--- src/rtl/down_counter_timer.sv ---
// Loadable down-counting interval timer with start/busy/done handshake.
// Define DOWN_COUNTER_RELOAD_EN to compile in the auto-repeating RELOAD state.
module down_counter_timer #(
  parameter int WIDTH = 4
) (
  input  logic             clk,
  input  logic             reset,
  input  logic             load,
  input  logic [WIDTH-1:0] load_value,
  input  logic             start,
  input  logic             pause,
  output logic [WIDTH-1:0] counter,
  output logic             busy,
  output logic             done
);

  typedef enum logic [1:0] {
    IDLE   = 2'd0,
    RUN    = 2'd1
`ifdef DOWN_COUNTER_RELOAD_EN
    ,RELOAD = 2'd2
`endif
  } state_t;

  state_t           state, state_nxt;
  logic [WIDTH-1:0] counter_nxt;
  logic             busy_nxt;
  logic             done_nxt;
`ifdef DOWN_COUNTER_RELOAD_EN
  logic [WIDTH-1:0] reload, reload_nxt;
`endif

  always_comb begin
    state_nxt   = state;
    counter_nxt = counter;
    done_nxt    = 1'b0;
`ifdef DOWN_COUNTER_RELOAD_EN
    reload_nxt  = reload;
`endif
    case (state)
      IDLE: begin
        if (load) begin
          counter_nxt = load_value;
`ifdef DOWN_COUNTER_RELOAD_EN
          reload_nxt  = load_value;
`endif
        end else if (start) begin
          if (counter != '0) state_nxt = RUN;
          else               done_nxt  = 1'b1;
        end
      end
      RUN: begin
        if (load) begin
          counter_nxt = load_value;
`ifdef DOWN_COUNTER_RELOAD_EN
          reload_nxt  = load_value;
`endif
          state_nxt   = IDLE;
        end else if (counter == '0) begin
          // Never wrap below zero; only reachable if RUN is entered with zero.
          state_nxt = IDLE;
        end else if (!pause) begin
          counter_nxt = counter - WIDTH'(1);
          if (counter == WIDTH'(1)) begin
            done_nxt  = 1'b1;
`ifdef DOWN_COUNTER_RELOAD_EN
            state_nxt = RELOAD;
`else
            state_nxt = IDLE;
`endif
          end
        end
      end
`ifdef DOWN_COUNTER_RELOAD_EN
      RELOAD: begin
        if (load) begin
          counter_nxt = load_value;
          reload_nxt  = load_value;
          state_nxt   = IDLE;
        end else begin
          counter_nxt = reload;
          state_nxt   = RUN;
        end
      end
`endif
      default: state_nxt = IDLE;
    endcase
    busy_nxt = (state_nxt != IDLE);
  end

  always_ff @(posedge clk) begin
    if (reset) begin
      state   <= IDLE;
      counter <= '0;
      busy    <= 1'b0;
      done    <= 1'b0;
`ifdef DOWN_COUNTER_RELOAD_EN
      reload  <= '0;
`endif
    end else begin
      state   <= state_nxt;
      counter <= counter_nxt;
      busy    <= busy_nxt;
      done    <= done_nxt;
`ifdef DOWN_COUNTER_RELOAD_EN
      reload  <= reload_nxt;
`endif
    end
  end

endmodule

--- config.mk ---
export PLATFORM = sky130hd
export DESIGN_NAME = down_counter_timer
export DESIGN_NICKNAME = d
export VERILOG_FILES = /design/src/rtl/down_counter_timer.sv
export SDC_FILE = /design/constraint.sdc
export NUM_CORES = 1
export LEC_CHECK = 0
export CAP_MARGIN = 20
export CORE_AREA = 2 2 39 41
export DETAILED_ROUTE_END_ITERATION = 8
export DIE_AREA = 0 0 41 43
export GPL_TIMING_DRIVEN = 0
export MAX_ROUTING_LAYER = met4
export PLACE_DENSITY_LB_ADDON = 0.12
export SETUP_SLACK_MARGIN = 0.5
export SKIP_LAST_GASP = 1
export SLEW_MARGIN = 40
export SYNTH_ARGS = -nofsm -noshare
export SYNTH_HDL_FRONTEND = slang
export SYNTH_SLANG_ARGS = --single-unit
--- constraint.sdc ---
create_clock -name clk -period 3.8 [get_ports clk]
set_clock_uncertainty 0.2 [all_clocks]
set_input_delay 0.76 -clock clk [delete_from_list [all_inputs] [get_ports clk]]
set_output_delay 0.76 -clock clk [all_outputs]
set_load 0.02 [all_outputs]
* Word-level counts from Yosys, hierarchy flattened
Index checks and enable logic that the tools add are counted.
** Cells by class
- $add $sub $neg :: 1
- Equal/unequal tests :: 5
- Multiplexer cells :: 21
- Reductions and logical operators :: 6
** Operators by type and width (number)
- $mux 4 :: 4
- $mux 2 :: 7
- $pmux 4 s2 :: 1
- $mux 1 :: 7
- $ne 3x3->1 const B :: 2
- $eq 4x1->1 const B :: 1
- $logic_not 4->1 :: 1
- $pmux 2 s2 :: 1
- $reduce_and 4->1 :: 1
- $reduce_bool 2->1 :: 2
- $reduce_bool 4->1 :: 1
- $sub 4x1->4 const B :: 1
- $eq 2x1->1 const B :: 1
- $logic_not 2->1 :: 1
- $ne 2x2->1 const B :: 1
- $pmux 1 s2 :: 1
** Storage, ports and cells
- Flip-flop bits (word level) :: 8
- Input bits :: 9

* Logic depth before layout (Yosys ltp)
Gate-level depths: netlist (run 1).
- Depth after elaboration :: 7
- Mapped depth :: 6
- Gate-level depth less buffers :: 6

* Least setup slack after synthesis (run 1)
Ideal clock, no wire load.
- Path kind :: input port to flip-flop
- From :: input port load
- To :: register counter[2]
- Setup time :: 0.119 ns
- Arrival time :: 1.584 ns
- Data required time :: 3.481 ns
- Slack :: 1.897 ns
- Stages on the path :: 5
- Cells stage by stage :: or3b_1 > buf_6 > and2_0 > o21ai_1 > a21oi_1
** Between the ends
- Longest elaborated chain between the ends :: 2
- Elaborated cells on any way between the ends :: 6
- Those cells by class :: eq/ne: 3; mux: 2; reduce/logical: 1
** RTL lines
- start, declared :: line 8 : input logic load,
- $ne 3x3->1 (no line), or another cell as far along
- $reduce_and 4->1 (no line) or $pmux 4 s2 (tied branches)
- end signal, assigned :: line 102 : counter <= counter_nxt;
- end, declared :: line 12 : output logic [WIDTH-1:0] counter,
Parallel ways exist; a longest one is shown, timed or not.
A chain may end at the register's enable or synchronous reset.

* Worst setup path after layout (run 1)
- From :: register counter[2]
- To :: output port counter[2]
No word-level cell between the ends.

==> results.cfg, run 1 <==
[outcome]
status = completed

[worst_setup_path]
cp.arrival_ns = 1.37
worstPathRequired_ns = 2.84
path_max_fanout = 8
reg2reg_from = counter[0]
worstSetupEndpointType = output pin
crit_path_start = counter[2]
critPathLaunchType = flip-flop
cp_num_buf_inv = 1
critPathKind = flip-flop to output pin
critPathTopFamily = buffers and inverters
cpPeakStageDelay_ns = 0.65
cpMaxStageDelayCell = clkdlybuf4s50_1
worstPathCellList = clkdlybuf4s50_1

[die]
coreArea_mm2 = 0.001384
start_util = 0.3228
die_y_um = 43
num_rows = 14
ios = 15
die_area_mm2 = 0.001763
die_x_um = 41

[global_routing]
grt_pass1_wl_um = 1573
antenna_found_initial = 0
grt_max_degree = 9
grt.total_usage = 0.1361
overflow = 0
grt_pass1_vias = 352

[pwr]
p_leak_nw = 0.2231
vdd_drop_max_uv = 134.3
p_total_uw = 195.0
powerDensity_mw_per_mm2 = 309.9

[finish]
synthToLayoutAreaGrowth_pct = 40.90
diodes = 0
final_cell_area_um2 = 629.4
drive_gt1_frac = 0.1045
fin_nets = 81
utilization = 0.4548

[cts]
root_buffer = clkbuf_4
hold_buffers = 0
cts_tree = done
cts.sinks = 8
numCtsBuffers = 3
clk_latency_ns = 0.25
ctsLongestPathBuffers = 2
clkTransAtPathRegs_ns = 0.06
cts_setup_buffers = 0
h-tree-depth = 1
post_cts_resized = 0

[min_path]
hp-class = flip-flop to flip-flop
min_from = counter[3]

[timing]
min_period_ns = 2.326
finalSetupViolCount = 0
period_share = 0.6120
fin_setup_tns_ns = 0
rsz0062_at_grt = no
fmax_mhz = 430.0
hold_viol = 0
whs_ns = 0.3529
finalMaxSlewViolations = 0

[job]
maxCapViolations = 0

[logic_synthesis]
yosysTopAreaCellShare = 0.3585
synth_top_cell_by_area = dfxtp_1
synthTopCellsByArea = dfxtp_1 36%, ha_1 8.4%, nor3b_1 6.7%
ys_warn_count = 0
ys_seq_elements = 8
postSynthCellCount = 50
syn_area_per_cell_um2 = 8.934
yosysUniqueCellTypes = 23
yosysSeqAreaShare = 0.3585
synth_fp_nets = 62
synth_area_um2 = 446.7

[route]
routed_wl_um = 970
vias = 435
firstDrtPassIters = 4
drt_iter0_drc = 9
viasPerCell = 5.241
drcViolationCount = 0
ant_nets = 0
wl_per_cell_um = 11.69

[placed_design]
hpwlAfterDp_um = 711
io_buffer_count = 14
dpl-instance-area_um2 = 606.8
gp_congestion = 0.7354
flip-flops by register name, summed over array words and instances (netlist names):
signal   cells
state        2
done         1
busy         1
counter      4
worst paths after layout:
| check | to | slack, ns | cells past startpoint |
|---|---|---|---|
| worst max-delay path | counter[2] | 1.47 | 1 |
| worst min-delay path | counter[3] | 0.35 | 2 |
| worst max register to register | counter[0] | 2.00 | 5 |
| worst min register to register | counter[3] | 0.35 | 2 |
report_power, final:
part	total, mW	internal [mW]	switching [mW]
registers	0.0918	0.0873	0.00454
logic	0.0372	0.0204	0.0168
clock network	0.0660	0.0362	0.0298
total	0.195	0.144	0.0511
cells in the mapped netlist:
library cell	instances
a221oi_1	1
dfxtp_1	8
nor2_1	3
o21ai_1	1
a21oi_1	5
a21o_2	1
nor4_1	3
inv_1	2
or4b_1	1
and2b_1	1
or3b_1	2
o21ai_0	3
ha_1	3
buf_6	1
nand2_1	1
a21oi_2	1
nor3_1	3
conb_1	1
nor3b_1	4
and2_0	1
nor4b_1	1
mux2_2	1
a211oi_1	2
cell type report:
cell class                      instances  area [um2]
Buffer                                  1       11.26
Sequential cell                         8       160.2
Timing Repair Buffer                   14       140.1
Multi-Input combinational cell         39       267.8
Inverter                                2       7.507
Fill cell                             150       754.5
Clock buffer                            3       22.52
Tap cell                               16       20.02
per-stage QoR:
stage          instances  setup WS (ns)
2_1_floorplan         50          1.897
3_3_place_gp          80          1.339
3_5_place_dp          80          1.347
4_1_cts               83          1.482
5_1_grt               83          1.420
6_report              83          1.474
metal layers:
metal	vias to the layer above	part of all wire	track usage
li1	218	-	-
met2	12	0.48	0.1750
met5	-	0	-
met3	2	0.061	0.03141
met4	0	0.0041	0.08000
met1	203	0.46	0.1877
cells in the final DEF (no fill, tap or decap):
| cell | netlist | layout |
|---|---|---|
| nor4b_1 | 1 | 1 |
| dfxtp_1 | 8 | 8 |
| conb_1 | 1 | 1 |
| inv_1 | 2 | 2 |
| a221oi_1 | 1 | 1 |
| o21ai_1 | 1 | 1 |
| a21o_2 | 1 | 1 |
| nor3b_1 | 4 | 4 |
| a211oi_1 | 2 | 2 |
| a21oi_1 | 5 | 5 |
| clkdlybuf4s50_1 | 0 | 14 |
| clkbuf_4 | 0 | 3 |
| mux2_2 | 1 | 1 |
| nor3_1 | 3 | 3 |
| nor2_1 | 3 | 3 |
| or3b_1 | 2 | 2 |
| and2b_1 | 1 | 1 |
| or4b_1 | 1 | 1 |
| ha_1 | 3 | 3 |
| nand2_1 | 1 | 1 |
| and2_0 | 1 | 1 |
| nor4_1 | 3 | 3 |
| o21ai_0 | 3 | 3 |
| buf_6 | 1 | 1 |
| a21oi_2 | 1 | 1 |
logic make-up after synthesis:
kind of cell / after synthesis / share of synthesized area
simple gates: 20 / 0.2885
fa+ha+maj: 3 / 0.08404
mux: 1 / 0.02521
flops: 8 / 0.3585
buf+inv: 3 / 0.04202
compound gates: 14 / 0.1932
other cells: 1 / 0.008395
Power figures use the tool's default switching activity.
==> run 2: changes to the inputs <==
Clock period 3.8 ns to 2 ns, I/O delays scaled along.
==> run 2 against run 1 <==
Setup slack worse by 1.1 ns. Final area increased by 22%. Flip-flop and latch count unchanged. Non-clock buffer count up 6. Worst hold slack got worse by 0.061 ns. Cell count is 7.2% higher. Die area did not move.
==> results.cfg, run 2 (synthesis results as in run 1) <==
[cts]
cts_tree = done
root_buffer = clkbuf_4
cts.sinks = 8
numCtsBuffers = 3
h-tree-depth = 1
clk_latency_ns = 0.25
clkTransAtPathRegs_ns = 0.06
ctsLongestPathBuffers = 2

[min_path]
hp-class = flip-flop to flip-flop
whs_path_depth = 1
min_from = state[1]
holdPathEnd = done

[finish]
fin_cells = 89
utilization = 0.5543
final_cell_mix = 6 x clkdlybuf4s50_1, 6 x buf_4, 4 x a21oi_1, 4 x dfxtp_4
synthToLayoutAreaGrowth_pct = 71.71
final_cell_area_um2 = 767.0
diodes = 0
fin_nets = 87
drive_gt1_frac = 0.5753
largest_reg_flops = 4
largestRegisters = counter x4, state x2
regMostFlops = counter

[route]
drt_iter0_drc = 7
drcViolationCount = 0
viasPerCell = 5.303
vias = 472
routed_wl_um = 1100
wl_per_cell_um = 12.36
firstDrtPassIters = 3
ant_nets = 0

[placed_design]
io_buffer_count = 14
dpl-instance-area_um2 = 650.6
hpwlAfterDp_um = 792.2
gp_congestion = 0.7152
post-place-ws_ns = -0.1854
dp.cells = 80

[die]
start_util = 0.3228
die_area_mm2 = 0.001763
coreArea_mm2 = 0.001384
die_y_um = 43
num_rows = 14
die_x_um = 41
ios = 15

[global_routing]
grt_max_degree = 9
grt.total_usage = 0.1595
antenna_found_initial = 0
overflow = 0
grt_pass1_wl_um = 1890
grt_pass1_vias = 476

[timing]
finalSetupViolCount = 0
finalMaxSlewViolations = 0
hold_viol = 0
rsz0062_at_grt = yes
min_period_ns = 1.640
fmax_mhz = 609.9
whs_ns = 0.2920
period_share = 0.8199
worst_slack_ns = 0.3603

[worst_setup_path]
critPathKind = flip-flop to flip-flop
worstPathRequired_ns = 1.92
reg2reg_from = counter[1]
critPathLaunchType = flip-flop
r2r_slack_ns = 0.36
cp.arrival_ns = 1.56
worstSetupEndpointType = flip-flop
timing.rr.end = counter[1]
path_max_fanout = 4
r2r_cells = 6

[pwr]
powerDensity_mw_per_mm2 = 510.5
vdd_drop_max_uv = 282.5
p_leak_nw = 0.2894

[job]
maxCapViolations = 0

[outcome]
status = completed
[run 2: report_power, final]
group	switching (mW)	internal (mW)
Clock	0.0524	0.0685
Combinational	0.0441	0.0523
Sequential	0.00991	0.164
[run 2: critical path, stage by stage (launching register included)]
cell and delay, ns:
dfxtp_4 0.34, inv_4 0.07, ha_4 0.12, or3b_4 0.39, a21oi_4 0.19, buf_4 0.14, a211oi_1 0.06
[run 2: metal layers]
metal / wire, um / track usage / share of wire / vias to the layer above
li1: - / - / - / 237
met3: 76 / 0.06283 / 0.069 / 0
met5: 0 / - / 0 / -
met1: 462 / 0.1929 / 0.42 / 221
met4: 0 / 0.02000 / 0 / 0
met2: 561 / 0.2500 / 0.51 / 14
[run 2: what timing repair did]
| item | 4_1_cts | 5_1_grt |
|---|---|---|
| hold endpoints to repair | 0 | 0 |
| hold buffers | 0 | 0 |
| pin swaps | 9 | 1 |
| buffers inserted | 5 | 1 |
| resized for setup | 28 | 19 |
| setup endpoints to repair | 13 | 13 |
[run 2: worst max path at each step]
stage | start | end | slack (ns) | cells past startpoint
after CTS | counter[2] | counter[2] | 0.31 | 1
after detailed placement | load | counter[3] | -0.19 | 5
final | counter[1] | counter[1] | 0.36 | 6
after global routing | counter[1] | done | 0.28 | 6
after global placement | load | counter[3] | -0.20 | 5
after floorplan | counter[0] | counter[0] | 0.37 | 5
[run 2: layout make-up]
class | instances | area, um2
Timing Repair Buffer | 20 | 160.2
Fill cell | 129 | 616.8
Clock buffer | 3 | 22.52
Buffer | 1 | 11.26
Sequential cell | 8 | 177.7
Tap cell | 16 | 20.02
Multi-Input combinational cell | 39 | 362.8
Inverter | 2 | 12.51
[run 2: through the flow]
step | total power, mW | TNS [ns]
after floorplan | 0.2225 | 0
after global placement | 0.2587 | -0.4359
after detailed placement | 0.2595 | -0.4081
after CTS | 0.3951 | 0
after global routing | 0.4202 | 0
final | 0.3915 | 0
==> run 3: changes to the inputs <==
Clock period 2 ns to 1.54 ns, I/O delays scaled along.
==> run 3 against run 2 <==
Register-to-register slack got worse by 0.49 ns. Clock power increased by 31%. Die area unchanged. Setup slack worse by 0.49 ns. The run now ends with setup timing left. Maximum frequency is 1.7% lower. Flip-flop and latch count unchanged. Largest power group unchanged. Core utilization increased by 1.2 points. Sequential power up 32%. Combinational power increased by 36%.
==> results.cfg, run 3 (synthesis results as in run 1) <==
[outcome]
status = finished with violations
violations = setup timing

[worst_setup_path]
cp_common_cell = a211oi_1
cp.arrival_ns = 1.62
worstSetupEndpointType = flip-flop
worstPathCellList = inv_4 -> ha_4 -> or3b_4 -> a21oi_4 -> a211oi_1 -> a211oi_1
critPathTopFamily = compound AO/OA/AOI/OAI gates
cp_num_buf_inv = 1
critPathKind = flip-flop to flip-flop
critPathLaunchType = flip-flop
path_max_fanout = 4
worstPathRequired_ns = 1.49
cpPeakStageDelay_ns = 0.39
cpMaxStageDelayCell = or3b_4

[die]
die_area_mm2 = 0.001763
start_util = 0.3228
coreArea_mm2 = 0.001384
die_y_um = 43
die_x_um = 41
num_rows = 14
ios = 15

[route]
firstDrtPassIters = 2
drcViolationCount = 0
routed_wl_um = 1114
wl_per_cell_um = 12.38
ant_nets = 0
viasPerCell = 5.133
vias = 462
drt_iter0_drc = 3

[global_routing]
busiest_layer = met2
overflow = 0
grt_max_degree = 9
use_met2 = 0.2625
grt.total_usage = 0.1617
grt_pass1_wl_um = 1918
antenna_found_initial = 0
met1_usage = 0.1871
grt_pass1_vias = 483
met3_usage = 0.06283

[placed_design]
hpwlAfterDp_um = 792.2
io_buffer_count = 14
dp.cells = 80
gp_congestion = 0.7152

[pwr]
p_leak_nw = 0.2875
powerDensity_mw_per_mm2 = 663.3
vdd_drop_max_uv = 383.7
p_total_uw = 519.6

[timing]
min_period_ns = 1.668
worst_pin_slew_ns = 0.4835
slew_headroom = 0.6731
worst_slack_ns = -0.1284
hold_viol = 0
fmax_mhz = 599.4
finalSetupViolCount = 7
finalMaxSlewViolations = 0
rsz0062_at_grt = yes
period_share = 1.083

[cts]
clkTransAtPathRegs_ns = 0.05
h-tree-depth = 1
clk_latency_ns = 0.25
cts.sinks = 8
ctsLongestPathBuffers = 2
numCtsBuffers = 3
cts_tree = done
root_buffer = clkbuf_4

[finish]
largestRegisters = counter x4, state x2
fin_cells = 90
regMostFlops = counter
largest_reg_flops = 4
final_cell_mix = 7 x clkdlybuf4s50_1, 7 x buf_4, 5 x buf_6, 5 x dfxtp_2, 4 x a21oi_1
utilization = 0.5660
drive_gt1_frac = 0.5811
synthToLayoutAreaGrowth_pct = 75.35
diodes = 0
fin_nets = 88

[job]
maxCapViolations = 0

[min_path]
hp-class = flip-flop to flip-flop
[run 3: cell types whose count changed in the layout (fill, tap and decap cells not counted), sizes merged]
| cell | delta |
|---|---|
| clkdlybuf4s15 | -1 |
| buf | +3 |
| clkbuf | -2 |
| clkdlybuf4s50 | +1 |
[run 3: worst min-delay path: stages, from the launching register on]
cell     delay [ns]
dfxtp_2        0.35
o21ai_2        0.06
a21oi_1        0.05
[run 3: what timing repair did]
action / 4_1_cts / 5_1_grt
pin swaps: 4 / 8
hold buffers: 0 / 0
gates resized for setup: 36 / 14
setup endpoints to repair: 13 / 13
setup buffers: 6 / 1
[run 3: power by group]
part           leakage (nW)  internal (mW)  switching [mW]  total, mW
logic                 0.205         0.0735          0.0576      0.131
registers            0.0687          0.215          0.0139      0.229
clock network        0.0138         0.0891          0.0700      0.159
total                 0.288          0.378           0.141      0.520
[run 3: layer usage]
| metal | vias to the layer above | share of wire | wire (um) |
|---|---|---|---|
| met2 | 13 | 0.52 | 582 |
| li1 | 235 | - | - |
| met5 | - | 0 | 0 |
| met1 | 214 | 0.41 | 454 |
| met3 | 0 | 0.069 | 77 |
| met4 | 0 | 0 | 0 |
[run 3: worst paths after layout]
| path | startpoint | end | slack (ns) | depth (start not counted) |
|---|---|---|---|---|
| setup / recovery | counter[0] | counter[1] | -0.13 | 6 |
| hold / removal | counter[3] | counter[3] | 0.30 | 2 |
| setup reg to reg | counter[0] | counter[1] | -0.13 | 6 |
| hold reg to reg | counter[3] | counter[3] | 0.30 | 2 |
[run 3: area by class of cell]
type,instances,area [um2]
well taps,16,20.02
repair buffers,21,186.4
fillers,130,600.6
multi-input cells,39,356.6
flip-flops and latches,8,173.9
inverters,2,12.51
plain buffers,1,11.26
clock buffers,3,22.52
[run 3: metrics by stage]
step                      instance area, um2  setup TNS [ns]  hold slack (ns)  setup WS [ns]
after floorplan                        490.5         -0.3918           0.1650       -0.09495
after global placement                 650.6          -3.049           0.3316        -0.5654
after detailed placement               650.6          -3.007           0.3310        -0.5534
after CTS                              752.0         -0.6697           0.3374        -0.1315
after global routing                   783.3          -1.000           0.3400        -0.2036
final                                  783.3         -0.5703           0.3035        -0.1284
==> RTL edit 1, RTL diff (config.mk and constraints of run 3) <==
Set the parameter `WIDTH` to 6 (it was 4).
--- a/src/rtl/down_counter_timer.sv
+++ b/src/rtl/down_counter_timer.sv
@@ -2,5 +2,5 @@
 // Define DOWN_COUNTER_RELOAD_EN to compile in the auto-repeating RELOAD state.
 module down_counter_timer #(
-  parameter int WIDTH = 4
+  parameter int WIDTH = 6
 ) (
   input  logic             clk,
Interface: changed (resized counter and load_value); port bits go from 15 to 19. No check against the original RTL was run, so the function may have changed too.
==> RTL edit 1 against run 3 <==
The flow still finishes with violations (setup timing); final area rose by 43%; sequential cell count up 2; routed wire length grew 68%; worst setup slack worse by 38 ps; area after synthesis is 39% higher; utilization increased by 25 points; power increased by 42%; sequential share of layout area decreased by 1.7 points; first-iteration DRC count increased to 3.0 times the old value; critical endpoint is now counter[2]; largest power group unchanged.
==> RTL edit 1: results (changes against run 3) <==
* Outcome: complete, but fails checks
* Failing checks: setup timing
* Overall Global Routing Usage at 0.235 (+0.0736)
* Gpl congestion at 0.698 (-2.4%)
* Routing usage on met3 at 0.0314 (-0.0314)
* DRT iter0 DRCs at 9 (+6)
* Largest register FFs at 6 (+2)
* Port Buffer Count at 18 (+4)
* Final-layout fill cell count at 78 (-40%)
* Post-CTS Setup Repair Bufs at 9 (+3)
* Inverters at 4 (+2)
* Setup ws final at -166 ps (-37.7 ps)
* Clk pwr share at 0.279 (-0.027)
* Multi-input comb cells at 52 (+33%)
* Layout cell share with drive strength beyond 1 at 0.585 (+0.00382)
* Pin count of the biggest net entering global routing at 11 (+2)
* Worst Path Max Fanout at 7 (+3)
* Cells after DPL at 102 (+28%)
* Min-delay src: reset
* Multi-input gate area at 484 um^2 (+36%)
* Mapped Cells at 68 (+36%)
* Grt met1 use at 0.260 (+0.0726)
* Drt pass-1 iters at 4 (+2)
* Fin Setup TNS at -909 ps (-339 ps)
* Sequential group share of total power at 0.382 (-0.059)
* Seq/Total Area, Yosys at 0.322 (-0.0366)
* Non-Clock Buffer Count at 36 (+64%)
* CP startpoint: pause
* GR Util met2 at 0.397 (+0.134)
* Regs by FF count: counter x6, state x2
* Area contributors post-synth: dfxtp_1 32%, ha_1 6.0%, a21oi_1 5.6%, a221oi_4 4.2%, nor4b_4 3.8%
* Final setup fails at 9 (+2)
* Detailed placement HPWL at 1.07 mm (+35%)
* Post-DP Area at 885 um^2 (+36%)
* Pre-CTS WS at -640 ps (-86.4 ps)
* Clock slew at reported path FFs at 80 ps (+30 ps)
* DR WL met3 at 88 um (+14%)
* Post-Layout Cell Count at 122 (+36%)
* CLK BUF at 4 (+1)
-- RTL edit 1: changes by cell type in the layout (fill, tap and decap cells not counted), sizes merged, moves of 3 or more --
cell	change
and2	+3
buf	+13
nor3b	-3
o21ai	+3
-- RTL edit 1: cells by family after synthesis --
group | count (synthesis) | share of synthesized area
simple gates | 25 | 0.286
flops | 10 | 0.322
fa+ha+maj | 3 | 0.0604
compound gates | 22 | 0.258
other cells | 1 | 0.00603
buf+inv | 6 | 0.0503
mux | 1 | 0.0181
-- RTL edit 1: path summary, 6_finish.rpt --
path / to / slack, ps / cells after the start
worst max-delay path: counter[2] / -170 / 5
worst min-delay path: counter[4] / 280 / 2
worst max register to register: counter[2] / -160 / 6
worst min register to register: counter[3] / 360 / 2
-- RTL edit 1: worst max-delay path, stage by stage --
cell             delay [ps]
clkdlybuf4s50_1         430
nand2b_4                170
a221o_2                 480
o21ai_1                 200
a21oi_1                  80
==> RTL edit 2, RTL diff (settings of run 3) <==
Without the edit above. Reset style: asynchronous (`reset`), changed in one clocked block.
--- a/src/rtl/down_counter_timer.sv
+++ b/src/rtl/down_counter_timer.sv
@@ -89,5 +89,5 @@
   end
 
-  always_ff @(posedge clk) begin
+  always_ff @(posedge clk or posedge reset) begin
     if (reset) begin
       state   <= IDLE;
Formal check against the unedited RTL: differs if reset is asserted again (counterexample within 4 cycles, from zero or initial values and one cycle with reset high); with reset held inactive, the same outputs for 10 cycles.
==> RTL edit 2 against run 3 <==
Final cell count increased by 3.3%; the run still ends with setup timing left; worst setup slack got worse by 7.0 ps; area after synthesis increased by 15%; routed wire length increased by 16%; sequential cell count unchanged; final area increased by 7.5%.
Power is not compared: it rests on default switching activity, and its combinational part moved more than twofold at a synthesized area within 25%.
==> RTL edit 2: results (changes against run 3) <==
* Worst Path Arrival at 1660 ps (+40 ps)
* Failing checks: setup timing
* HP Class: in2async
* Overall Global Routing Usage at 0.183 (+0.0217)
* Asr flop ratio synth at 1.00 (+1.00)
* Seq/Total Area, Yosys at 0.391 (+0.0327)
* Met2 wire len at 666 um (+14%)
* Final setup fails at 7 (unchanged)
* Cell family with most CP delay: simple AND/OR/NAND/NOR gates
* Syn nets at 62 (unchanged)
* Drt wl/cell at 13.9 um (+12%)
* Post-Layout Cell Count at 93 (+3.3%)
* Synth warn at 0 (unchanged)
* Via density at 5.28 (+2.8%)
* CP startpoint: counter[0]
* Commonest cells in the netlist: 8 x dfrtp_1, 5 x inv_1
* DR WL met3 at 74 um (-3.9%)
* H-tree depth at 1 (unchanged)
* DRT iter0 DRCs at 4 (+1)
* Area contributors post-synth: dfrtp_1 39%, ha_1 7.3%, mux2i_1 5.9%, a31oi_1 3.7%, inv_1 3.7%
* Layout cell share with drive strength beyond 1 at 0.494 (-0.0876)
* Outcome: complete, but fails checks
* Initial antenna violation count at 0 (unchanged)
* Synth Area per Inst at 10.2 um^2 (+15%)
* Gpl congestion at 0.745 (+4.2%)
* First-pass GRT wire length at 2.05 mm (+6.8%)
* Met1 wire length at 542 um (+19%)
* Critical Path Max Stage Delay at 420 ps (+30 ps)
* Nets@finish at 91 (+3.4%)
* Vias in the first global route at 473 (-2.1%)
* Pre-CTS WS at -513 ps (+40.4 ps)
* Netlist cell types at 28 (+22%)
* Setup ws final at -135 ps (-6.99 ps)
* Drt pass-1 iters at 4 (+2)
* VDD IR max at 0.000651 V
* Hold-fix buffer count after cts at 0 (unchanged)
* Post-DP Area at 679 um^2 (+4.4%)
* Detailed placement HPWL at 830 um (+4.8%)
* Slowest-stage cell, CP: dfrtp_2
* Top Layer Used: met4
* Port Buffer Count at 14 (unchanged)
* Clock latency on the worst-skew pair at 260 ps
[RTL edit 2: worst paths after layout]
path                                    to  slack (ps)  depth (start not counted)
worst max-delay path            counter[2]        -140                          6
worst min-delay path                  busy          90                          2
worst max register to register  counter[2]        -140                          6
worst min register to register        done         450                          2
max in group asynchronous       counter[3]         800                          2
min in group clk                counter[0]         360                          3
[RTL edit 2: timing repair]
action,4_1_cts,5_1_grt
gates cloned,0,0
setup endpoints to repair,13,13
setup buffers,9,1
pin swaps,10,4
gates resized for setup,44,3
[RTL edit 2: where the power goes]
| group | switching, mW | leakage [nW] | internal, mW | total (mW) |
|---|---|---|---|---|
| clock network | 0.0673 | 0.0138 | 0.0889 | 0.156 |
| registers | 0.0290 | 0.0946 | 0.235 | 0.264 |
| logic | 0.129 | 0.249 | 0.147 | 0.276 |
[RTL edit 2: area by class of cell]
class                      instances  area (um^2)
tap                               16         20.0
clock buffer                       3         22.5
fill                             127          542
timing repair buffer              24          215
inverter                           5         18.8
sequential                         8          206
multi-input combinational         37          359
[RTL edit 2: kinds of logic after synthesis]
logic type                 after synthesis  synth area share
and+or+nand+nor                         16             0.223
AOI/OAI and AO/OA                       13             0.188
DFF                                      8             0.391
buffers and inverters                    5            0.0367
muxes                                    4            0.0807
adders and majority gates                3            0.0734
other                                    1           0.00733
[RTL edit 2: per-layer routing]
metal | up-vias | global-route usage
li1 | 241 | -
met1 | 233 | 0.224
met2 | 15 | 0.266
met3 | 2 | 0.0785
met4 | 0 | 0.0600
met5 | - | -
[RTL edit 2: per-stage QoR]
step	power [mW]	setup TNS (ps)
CTS	0.691	-535
finish	0.696	-575
floorplan	0.375	-328
global placement	0.461	-1700
global route	0.743	-1010
detailed placement	0.461	-1670
